### config.mk
export PLATFORM = sky130hd
export DESIGN_NAME = fmps_write_link
export DESIGN_NICKNAME = d
export VERILOG_FILES = /design/src/rtl/fmps_write_link.sv
export SDC_FILE = /design/constraint.sdc
export NUM_CORES = 1
export LEC_CHECK = 0
export CAP_MARGIN = 20
export CORE_ASPECT_RATIO = 0.8
export CORE_MARGIN = 4
export CORE_UTILIZATION = 48
export DETAILED_ROUTE_END_ITERATION = 6
export PLACE_DENSITY = 0.8
export SYNTH_ARGS = -nofsm -noshare
export SYNTH_HDL_FRONTEND = slang
export SYNTH_SLANG_ARGS = --single-unit
### constraint.sdc
create_clock -name auClk -period 2.7 [get_ports auClk]
set_input_delay 0.54 -clock auClk [delete_from_list [all_inputs] [get_ports auClk]]
set_output_delay 0.54 -clock auClk [all_outputs]
set_load 0.02 [all_outputs]
### src/rtl/fmps_write_link.sv
// FMPS write link: turns a fast-acquisition strobe into a two-beat
// AXI4-Stream packet (header, status) and keeps link statistics.
module fmps_write_link #(
    parameter int         INDEX_WIDTH = 5,
    parameter logic [7:0] MAGIC       = 8'hA5
) (
    input  logic                   auClk,
    input  logic                   auReset,
    input  logic                   auFAstrobe,
    input  logic                   enable,
    input  logic                   inhibit,
    input  logic [INDEX_WIDTH-1:0] cellIndex,
    input  logic [31:0]            fmpsStatus,
    input  logic                   countersClear,
    output logic                   auFMPSlinkTVALID,
    output logic                   auFMPSlinkTLAST,
    output logic [31:0]            auFMPSlinkTDATA,
    input  logic                   auFMPSlinkTREADY,
    output logic                   busy,
    output logic [15:0]            sentCount,
    output logic [15:0]            overrunCount,
    output logic [15:0]            inhibitCount
);

    typedef enum logic [1:0] {
        IDLE = 2'd0,
        HDR  = 2'd1,
        DATA = 2'd2
    } state_t;

    state_t                 state;
    state_t                 nextState;

    logic [7:0]             seq;
    logic [7:0]             capSeq;
    logic [31:0]            capStatus;
    logic [INDEX_WIDTH-1:0] capIndex;
    logic [31:0]            hdrWord;

    logic                   start;
    logic                   packetDone;
    logic                   overrunHit;
    logic                   inhibitHit;

    // Header word is built from the values frozen at the strobe,
    // so nothing on the inputs can disturb a packet in flight.
    assign hdrWord = {MAGIC, capSeq, 16'(capIndex)};

    // Next-state, stream outputs and event pulses for the counters.
    always_comb begin
        nextState        = state;
        auFMPSlinkTVALID = 1'b0;
        auFMPSlinkTLAST  = 1'b0;
        auFMPSlinkTDATA  = 32'd0;
        busy             = 1'b0;
        start            = 1'b0;
        packetDone       = 1'b0;
        overrunHit       = 1'b0;
        inhibitHit       = 1'b0;
        unique case (state)
            IDLE: begin
                if (auFAstrobe && enable) begin
                    if (inhibit) begin
                        inhibitHit = 1'b1;
                    end else begin
                        start     = 1'b1;
                        nextState = HDR;
                    end
                end
            end
            HDR: begin
                auFMPSlinkTVALID = 1'b1;
                auFMPSlinkTDATA  = hdrWord;
                busy             = 1'b1;
                overrunHit       = auFAstrobe;
                if (auFMPSlinkTREADY) begin
                    nextState = DATA;
                end
            end
            DATA: begin
                auFMPSlinkTVALID = 1'b1;
                auFMPSlinkTLAST  = 1'b1;
                auFMPSlinkTDATA  = capStatus;
                busy             = 1'b1;
                overrunHit       = auFAstrobe;
                if (auFMPSlinkTREADY) begin
                    packetDone = 1'b1;
                    nextState  = IDLE;
                end
            end
            default: begin
                nextState = IDLE;
            end
        endcase
    end

    // State register; reset abandons any packet in flight.
    always_ff @(posedge auClk) begin
        if (auReset) begin
            state <= IDLE;
        end else begin
            state <= nextState;
        end
    end

    // Capture the packet payload when a packet is launched.
    always_ff @(posedge auClk) begin
        if (auReset) begin
            capSeq    <= 8'd0;
            capStatus <= 32'd0;
            capIndex  <= '0;
        end else if (start) begin
            capSeq    <= seq;
            capStatus <= fmpsStatus;
            capIndex  <= cellIndex;
        end
    end

    // Sequence number advances once per completed packet and is
    // deliberately untouched by countersClear.
    always_ff @(posedge auClk) begin
        if (auReset) begin
            seq <= 8'd0;
        end else if (packetDone) begin
            seq <= seq + 8'd1;
        end
    end

    // Statistics; a clear wins over a same-cycle increment.
    always_ff @(posedge auClk) begin
        if (auReset || countersClear) begin
            sentCount    <= 16'd0;
            overrunCount <= 16'd0;
            inhibitCount <= 16'd0;
        end else begin
            sentCount    <= sentCount + 16'(packetDone);
            overrunCount <= overrunCount + 16'(overrunHit);
            inhibitCount <= inhibitCount + 16'(inhibitHit);
        end
    end

endmodule

==> results of run 1 <==
-- cells in the mapped netlist (8+ instances only) --
library cell and instances:
a21oi_1 53, a22oi_1 13, and2_1 24, buf_2 12, clkbuf_1 13, dfxtp_1 103
ha_1 13, inv_1 13, nand2_1 108, nand3_1 15, nor2_1 54, nor2b_1 17
nor3_1 11, xnor2_1 34, xor2_1 8
-- report_power, final --
| group | internal, mW | switching [mW] | total [mW] |
|---|---|---|---|
| Sequential | 1.57 | 0.0351 | 1.60 |
| Clock | 0.684 | 0.564 | 1.25 |
| Combinational | 0.303 | 0.367 | 0.670 |
-- tightest hold or removal path, cell delays in order, from the launching register on --
cell and delay, ns:
dfxtp_1 0.31, nand2_1 0.05, a21oi_1 0.05
-- layout make-up --
| class | count | area [µm²] | share of cell area |
|---|---|---|---|
| sequential | 103 | 2060 | 0.329 |
| tap | 115 | 144 | 0.0230 |
| clock buffer | 11 | 253 | 0.0404 |
| clock inverter | 5 | 38.8 | 0.00619 |
| multi-input combinational | 401 | 2330 | 0.372 |
| inverter | 13 | 48.8 | 0.00779 |
| timing repair buffer | 136 | 1390 | 0.221 |
-- sequential cells by signal (all words and copies together) (netlist names) --
signal	count
capSeq	8
seq	8
inhibitCount	16
capIndex	5
sentCount	16
capStatus	32
overrunCount	16
state	2
-- cells in the final DEF, fill, tap and decap left out, drive strengths merged, types with 3 or more instances in the layout --
cell type,count
nand2,108
clkdlybuf4s50,108
dfxtp,103
nor2,56
a21oi,53
xnor2,34
and2,24
nor2b,17
dlymetal6s2s,17
nand3,17
inv,16
nor3,14
a22oi,13
ha,13
nor4,13
clkbuf,11
buf,11
nand4,11
xor2,8
o21ai,6
or3,4
mux2i,3
-- worst max path at each step --
stage	end	slack [ns]	depth (start not counted)
floorplan	overrunCount[14]	0.30	10
global placement	auFMPSlinkTDATA[0]	0.14	5
detailed placement	auFMPSlinkTDATA[22]	0.07	5
CTS	auFMPSlinkTDATA[22]	-0.05	5
global route	auFMPSlinkTDATA[27]	0.02	5
finish	busy	0.10	4
-- routing by layer --
metal	track usage	up-vias
met5	0	-
met4	0.0430	0
met3	0.0508	11
met2	0.339	100
met1	0.252	1863
li1	-	2042
-- through the flow --
stage / area (µm²) / std cells
floorplan: 4570 / 546
global placement: 5920 / 768
detailed placement: 5920 / 768
CTS: 6210 / 784
global route: 6260 / 784
finish: 6260 / 784
-- kinds of logic (layout without fill, tap and decap cells) --
group | count (synthesis) | after routing
xor gates and xnor gates | 42 | 42
DFF | 103 | 103
buffers and inverters | 42 | 165
and+or+nand+nor | 268 | 268
adders and majority gates | 13 | 13
AOI/OAI and AO/OA | 75 | 75
muxes | 3 | 3
-- what timing repair did --
item                       CTS  global route
setup endpoints to repair   17            17
hold endpoints to repair     0             0
hold buffers                 0             0
resized for setup            1            18
==> out/qor.txt, run 1 <==
Status: finished clean
Sequential fraction of the synthesis area: 0.451
Synth Register Bits: 103
Syn Nets: 603
Critical Path Start: state[0]
IO Pins: 127
Synth warn: 0
Largest area contributor in the netlist: dfxtp_1
Worst skew pair latency: 0.34 ns
Post-Synth Adder-Cell Area: 0.0356
Core area: 0.00915 mm²
Via count: 4016
Leakage power: 2.37 nW
Initial antenna violation count: 0
Post-Route WL: 11.0 mm
# clock sinks: 103
Hold Path Cell Cnt: 2
Initial DRC count: 262
Total of max-cap violations: 0
Pins Over Slew Limit: 0
CTS tree: done
Clock Path Buffers: 2
CP bufs+invs: 3
GRT Total Usage: 0.198
Gr ovfl total: 0
CTS root buf: clkbuf_16
Largest family of logic cells by synthesized area: simple AND/OR/NAND/NOR gates
Detail Route met2 WL: 5.43 mm
Synth async-reset ratio: 0
Initial Util: 0.499
Yosys top cell area share: 0.451
Layout cell share with drive strength beyond 1: 0.0688
Crit path max-delay family: buffers and inverters
Residual DRC count: 0
DR WL/cell: 14.0 µm
Final Setup Violations: 0
Slew margin rel.: 0.615
CP required: 2.16 ns
Layout Utilization: 0.684
Clock slew at reported path FFs: 0.07 ns
First-pass GRT wire length: 17.9 mm
Max FO, Critical Path: 19
Area grow syn2layout: 37.0%
Pin count of the biggest net entering global routing: 57
Layout Nets: 721
Avg Inst Size Synth: 8.37 µm²
Met3 wire len: 658 µm
GP Congestion: 0.844
Pwr Total: 3.52 mW
Fmax achieved: 385 MHz
Fill cells: 743
First-pass DRT Iterations: 5
DP HPWL: 8.02 mm
Netlist cell types: 36
Hold EP: capStatus[7]
Die outline width: 117 µm
Setup_tns: 0 ns
Fin crit share: 0.962
Clk_skew: 0.0105 ns
Final hold vios: 0
Startpoint Class: flop
Port bufs: 126
Worst-margin pin slew: 0.578 ns
DR vias/cell: 5.12
Antenna diodes: 0
Tmin final: 2.60 ns
Wl on met1: 4.80 mm
Hold Crit Start: capStatus[7]
Compound-cell area share of the yosys netlist: 0.0915
Netlist Area Pre-Place: 0.00457 mm²
FP Rows: 31
Final ANT Viol Nets: 0
XOR/XNOR Fraction of Synth Area: 0.0805
Hold Slack: 0.451 ns
Die H: 95.3 µm
Worst setup margin: 0.103 ns
Worst reg2reg setup slack: 0.42 ns
Vias in the first global route: 3860
CP endpoint kind: output pin
Critical R2R Capture: sentCount[8]
Worst slack, placed: 0.0745 ns
Highest Signal Layer: met4
PwrDens: 562 mW/mm²
RSZ-0062 raised after global routing: false
Hold WC Path Type: reg2reg
Synth Instances: 546
Crit path DAT: 2.06 ns
H-tree levels: 3
Peak VDD IR: 304 µV
Area contributors post-synth: dfxtp_1 45%, nand2_1 8.9%, xnor2_1 6.5%
Setup bufs post-CTS: 0
Crit-path slowest cell: clkdlybuf4s50_1
CP Cell Sequence: inv_1, ha_1, buf_4, clkdlybuf4s50_1
Worst R2R Start: state[0]
CTS buffer count: 9
Crit path kind: reg2out
Simple-gate share of the synthesized area: 0.293
Worst r2r path cells: 10
Die area: 0.0112 mm²
EDFF count, synth: 0
Mux contribution to synthesized area: 0.00657
Worst stage delay on the critical path: 0.65 ns
Prevailing post-synth register cell: dfxtp_1
(Power assumes the default switching activity.)
==> run 2, diff against run 1 <==
--- a/config.mk
+++ b/config.mk
@@ -7,7 +7,7 @@
 export LEC_CHECK = 0
 export CAP_MARGIN = 20
 export CORE_ASPECT_RATIO = 0.8
-export CORE_MARGIN = 4
+export CORE_MARGIN = 2
 export CORE_UTILIZATION = 48
 export DETAILED_ROUTE_END_ITERATION = 6
 export PLACE_DENSITY = 0.8
==> constraint.sdc (replaced) <==
create_clock -name auClk -period 2.5 [get_ports auClk]
set_input_delay 0.5 -clock auClk [delete_from_list [all_inputs] [get_ports auClk]]
set_output_delay 0.5 -clock auClk [all_outputs]
set_load 0.02 [all_outputs]
==> out/qor.txt, run 2 (synthesized netlist as in run 1, its figures left out) <==
Cts hold-fix bufs: 0
Worst slack, placed: 0.0445 ns
CP required: 2.00 ns
Residual DRC count: 7
Die outline width: 113 µm
Worst reg2reg setup slack: 0.28 ns
Via count: 4083
Initial antenna violation count: 0
Layout Nets: 722
H-tree levels: 3
GRT Total Usage: 0.216
Leakage power: 2.36 nW
Die H: 91.3 µm
Pins Over Slew Limit: 0
Peak VDD IR: 384 µV
Total of max-cap violations: 0
Tmin final: 2.43 ns
RSZ-0062 raised after global routing: false
Antenna diodes: 0
Sw frac: 0.263
DR WL/cell: 14.3 µm
DR vias/cell: 5.20
Commonest non-fill, non-tap cell in the layout: nand2_1
PwrDens: 639 mW/mm²
Area grow syn2layout: 37.3%
Clock slew at reported path FFs: 0.07 ns
Vias in the first global route: 3855
CTS root buf: clkbuf_16
Hold Path Cell Cnt: 2
Hold Crit Start: capStatus[28]
Die area: 0.0103 mm²
Clk_skew: 0.00718 ns
Final hold vios: 0
First-pass DRT Iterations: 7
IO Pins: 127
# clock sinks: 103
Pwr Total: 4.01 mW
Pint: 2.96 mW
Slew margin rel.: 0.465
Core area: 0.00915 mm²
Critical R2R Capture: overrunCount[12]
NetSw: 1.05 mW
Startpoint Class: flop
First-pass GRT wire length: 18.4 mm
Max FO, Critical Path: 19
Crit path kind: reg2out
Worst R2R Start: state[0]
Final ANT Viol Nets: 0
Setup_tns: 0 ns
Initial DRC count: 308
CTS tree: done
DP HPWL: 7.80 mm
Worst r2r path cells: 9
CTS buffer count: 9
Gr ovfl total: 0
Crit path DAT: 1.93 ns
Layout cell share with drive strength beyond 1: 0.0687
Worst-margin pin slew: 0.802 ns
Post-Route WL: 11.2 mm
Initial Util: 0.499
Status: finished, violations left
Hold EP: capStatus[28]
CP endpoint kind: output pin
Final Setup Violations: 0
Fmax achieved: 411 MHz
Port bufs: 126
Hold WC Path Type: reg2reg
Most frequent cells in the layout: 108 x nand2_1, 103 x dfxtp_1, 92 x clkdlybuf4s50_1, 54 x nor2_1, 53 x a21oi_1
Clk pwr share: 0.381
Fin crit share: 0.974
Failing checks: design-rule violations
Flop pwr share: 0.430
GP Congestion: 0.885
Logic pwr share: 0.188
Largest register FFs: 32
Worst setup margin: 0.0652 ns
Setup bufs post-CTS: 0
Clock Path Buffers: 2
FP Rows: 31
Worst skew pair latency: 0.33 ns
Pin count of the biggest net entering global routing: 57
Top reg by flops: capStatus
[run 2: final cells by class]
class	instances	area [µm²]
timing repair buffer	137	1370
multi-input combinational	401	2320
clock inverter	5	88.8
clock buffer	11	243
sequential	103	2060
fill	757	2880
inverter	13	48.8
tap	115	144
[run 2: timing repair]
action                     4_1_cts  5_1_grt
hold endpoints to repair         0        0
pin swaps                        0        0
setup endpoints to repair       32        9
gates cloned                     0        0
resized for setup               25        9
[run 2: how the worst max path moves through the flow]
stage,from,to,cells past startpoint
global route,state[1],auFMPSlinkTVALID,4
global placement,auFAstrobe,overrunCount[12],8
floorplan,state[0],overrunCount[14],10
CTS,state[0],auFMPSlinkTDATA[13],5
finish,state[0],auFMPSlinkTVALID,4
detailed placement,auFMPSlinkTREADY,sentCount[12],8
[run 2: metal layers]
metal | vias up | GRT usage | part of all wire
li1 | 2040 | - | -
met1 | 1955 | 0.277 | 0.45
met2 | 80 | 0.379 | 0.51
met3 | 8 | 0.0441 | 0.038
met4 | 0 | 0.0437 | 0.0076
met5 | - | 0 | 0
[run 2: per-stage QoR]
| stage | std cells | area [µm²] | util | hold slack, ns |
|---|---|---|---|---|
| 2_1_floorplan | 546 | 4570 | - | 0.432 |
| 3_3_place_gp | 769 | 5950 | 0.650 | 0.438 |
| 3_5_place_dp | 769 | 5950 | 0.650 | 0.443 |
| 4_1_cts | 785 | 6250 | 0.683 | 0.453 |
| 5_1_grt | 785 | 6270 | 0.685 | 0.472 |
| 6_report | 785 | 6270 | 0.685 | 0.451 |
[run 2: critical path, stage by stage (launching register included)]
cell and delay [ns]:
dfxtp_1 0.38, inv_1 0.10, ha_1 0.35, buf_12 0.16
clkdlybuf4s50_1 0.61
[run 2: power groups by stage]
| stage | clock [mW] | combinational [mW] | sequential, mW |
|---|---|---|---|
| final | 1.53 | 0.755 | 1.73 |
| after global routing | 1.63 | 0.819 | 1.73 |
| after CTS | 1.56 | 0.763 | 1.73 |
| after detailed placement | 0 | 0.768 | 1.76 |
| after global placement | 0 | 0.752 | 1.76 |
| after floorplan | 0 | 0.449 | 1.76 |
==> RTL change 1: new RTL, flow settings as in run 2 <==
`INDEX_WIDTH`: 5 -> 3.
--- a/src/rtl/fmps_write_link.sv
+++ b/src/rtl/fmps_write_link.sv
@@ -1,7 +1,7 @@
 // FMPS write link: turns a fast-acquisition strobe into a two-beat
 // AXI4-Stream packet (header, status) and keeps link statistics.
 module fmps_write_link #(
-    parameter int         INDEX_WIDTH = 5,
+    parameter int         INDEX_WIDTH = 3,
     parameter logic [7:0] MAGIC       = 8'hA5
 ) (
     input  logic                   auClk,
Ports: changed (resized cellIndex); port bits go from 127 to 125. The function was not compared with the original's and may differ.
==> RTL change 1 against run 2 <==
- total power fell by 5.0%
- worst setup slack improved by 9.3 ps
- sequential cell count is 2 lower
- maximum frequency up 0.38%
- synthesized area decreased by 4.7%
- routed wire length shrank 2.8%
- clock power decreased by 10%
- worst hold slack barely moved
- cell area decreased by 3.4%
- clock skew grew 2.4 ps
- combinational power down 1%
- critical path type unchanged
==> RTL change 1: results <==
[run_status]
status = finished, final reports clean

[power]
power_mw = 3.81
total_leakage_power_nw = 2.24

[logic_synthesis]
ys_seq_area_share_pct = 46.4
synth_area_leaders = dfxtp_1 46%, nand2_1 9.0%, xnor2_1 6.2%, a21oi_1 6.2%, nor2_1 4.7%
syn_avg_cell_area_um2 = 8.17
synth.top_cell.area_share_pct = 46.4
synth_compound_area_share_pct = 10.0
synth_xor_xnor_area_share_pct = 7.84
synthAdderAreaFrac_pct = 3.45
yosys-top-cells-count = 105 x nand2_1, 101 x dfxtp_1, 54 x a21oi_1, 54 x nor2_1, 31 x xnor2_1
synth_nets = 587

[detailed_routing]
wl_mm = 10.9
wl_met3_um = 541
drtPass1Iterations = 5
route.met2.wl_mm = 5.39

[global_routing]
grt_max_degree = 55
grt_usage_pct = 21.6

[cells_and_area]
seq_share_pct = 33.3
buf_share_pct = 22.7
drive_above_1_share_pct = 6.04
fill_cells = 762

[critical_path]
reg2reg_to = overrunCount[14]

[hold_path]
hold_path_startpoint = capStatus[30]

[timing]
worst_pin_slew_ps = 573
[RTL change 1: cell count changes in the layout (fill, tap and decap cells not counted), sizes merged, moves of 3 or more]
| cell | change |
|---|---|
| buf | +7 |
| dlygate4sd2 | +5 |
| dlymetal6s2s | -5 |
| inv | -5 |
| nand2 | -3 |
| nand4 | -3 |
| nor4 | -4 |
| xnor2 | -3 |
[RTL change 1: per-stage QoR]
stage	setup slack [ps]	utilization, %	hold slack, ps
2_1_floorplan	-49.5	-	432
3_3_place_gp	13.2	64.9	438
3_5_place_dp	-46.4	64.9	445
4_1_cts	0.296	67.9	454
5_1_grt	4.08	68.0	467
6_report	74.5	68.0	450
[RTL change 1: timing repair]
action | 4_1_cts | 5_1_grt
resized for setup | 31 | 4
endpoints found under the setup margin | 32 | 4
hold buffers | 0 | 0
==> RTL change 2: new RTL, settings of run 2 <==
Made on the original files. The 3 states of `state_t` get a one-hot encoding in 3 bits.
--- a/src/rtl/fmps_write_link.sv
+++ b/src/rtl/fmps_write_link.sv
@@ -22,10 +22,10 @@
     output logic [15:0]            inhibitCount
 );
 
-    typedef enum logic [1:0] {
-        IDLE = 2'd0,
-        HDR  = 2'd1,
-        DATA = 2'd2
+    typedef enum logic [2:0] {
+        IDLE = 3'b001,
+        HDR  = 3'b010,
+        DATA = 3'b100
     } state_t;
 
     state_t                 state;
Behaviour: same outputs for any inputs over 10 cycles, from zero or initial values and one cycle with auReset high; not proved beyond that.
==> RTL change 2 against run 2 <==
- routed wire length shrank 3.3%
- sequential cell count grew 1
- sequential share of layout area grew 0.54 points
- worst hold slack is essentially flat
- worst setup slack lost 8.6 ps
- cell count shrank 1.3%
- cell area shrank 0.60%
- synthesized area shrank 3.3%
Power is not compared: it rests on default switching activity, and its combinational part moved more than twofold at a synthesized area within 25%.
==> RTL change 2: results <==
[run_status]
status = finished, final reports clean

[place]
gp_congestion = 0.836
place_area_mm2 = 0.00585
dp_cells = 754
dp_hpwl_mm = 7.38

[cells_and_area]
layoutNonFillerInstCount = 775
drive_above_1_share_pct = 7.58
nNetsFinal = 708
largest_reg_flops = 32

[logic_synthesis]
synth_area_leaders = dfxtp_1 47%, nand2_1 9.2%, a21oi_1 6.2%, xnor2_1 5.4%, nor2_1 4.2%
synth_cell_types = 35
synth_nets = 578
async_reset_ff_share_pct = 0
synthAdderAreaFrac_pct = 2.55
syn_inst = 525
synth_xor_xnor_area_share_pct = 8.32
synth_compound_area_share_pct = 10.9
muxShareOfSynthArea_pct = 0.227
ys_seq_area_share_pct = 47.1
yosys-top-cells-count = 108 x nand2_1, 104 x dfxtp_1, 55 x a21oi_1

[detailed_routing]
drtPass1Iterations = 6
met1Wirelength_mm = 4.85
route.met2.wl_mm = 5.49
wl_mm = 10.9
wl_met3_um = 433
top_layer = met4
viasPerCell = 5.24
drt_iter0_drc = 161

[critical_path]
cp_max_fo = 18

[global_routing]
grt_pass1_vias = 3903
grt_pass1_wl_mm = 17.9
grt_usage_pct = 21.3

[clocking]
cts_resized = 15
postCtsSetupBuffers = 3
cts.htree.levels = 3

[hold_path]
hold_class = flop to flop

[timing]
worst_pin_slew_ps = 576
clock_skew_ps = 5.95
-- RTL change 2: worst paths after layout --
path	start	to	slack (ps)	cells after the start
worst max-delay path	state[2]	auFMPSlinkTDATA[25]	60	4
worst max register to register	state[2]	overrunCount[12]	170	9
worst min register to register	capStatus[8]	capStatus[8]	450	2
worst min-delay path	capStatus[8]	capStatus[8]	450	2
-- RTL change 2: routing by layer --
metal / vias to the layer above / track usage, %
met3: 11 / 4.99
met1: 1946 / 26.8
li1: 2026 / -
met2: 77 / 36.9
met4: 0 / 5.56
met5: - / 0
-- RTL change 2: cell type report --
cell class,instances,area (um2)
clock buffers,12,246
clock inverters,4,53.8
fillers,731,2760
inverters,6,22.5
multi-input cells,387,2230
flip-flops and latches,104,2080
well taps,115,144
repair buffers,147,1460
-- RTL change 2: report_power, final --
part	switching [mW]	internal (mW)	total, mW
Combinational	0.0736	0.0835	0.157
Clock	0.586	0.806	1.39
Sequential	0.0112	1.68	1.69
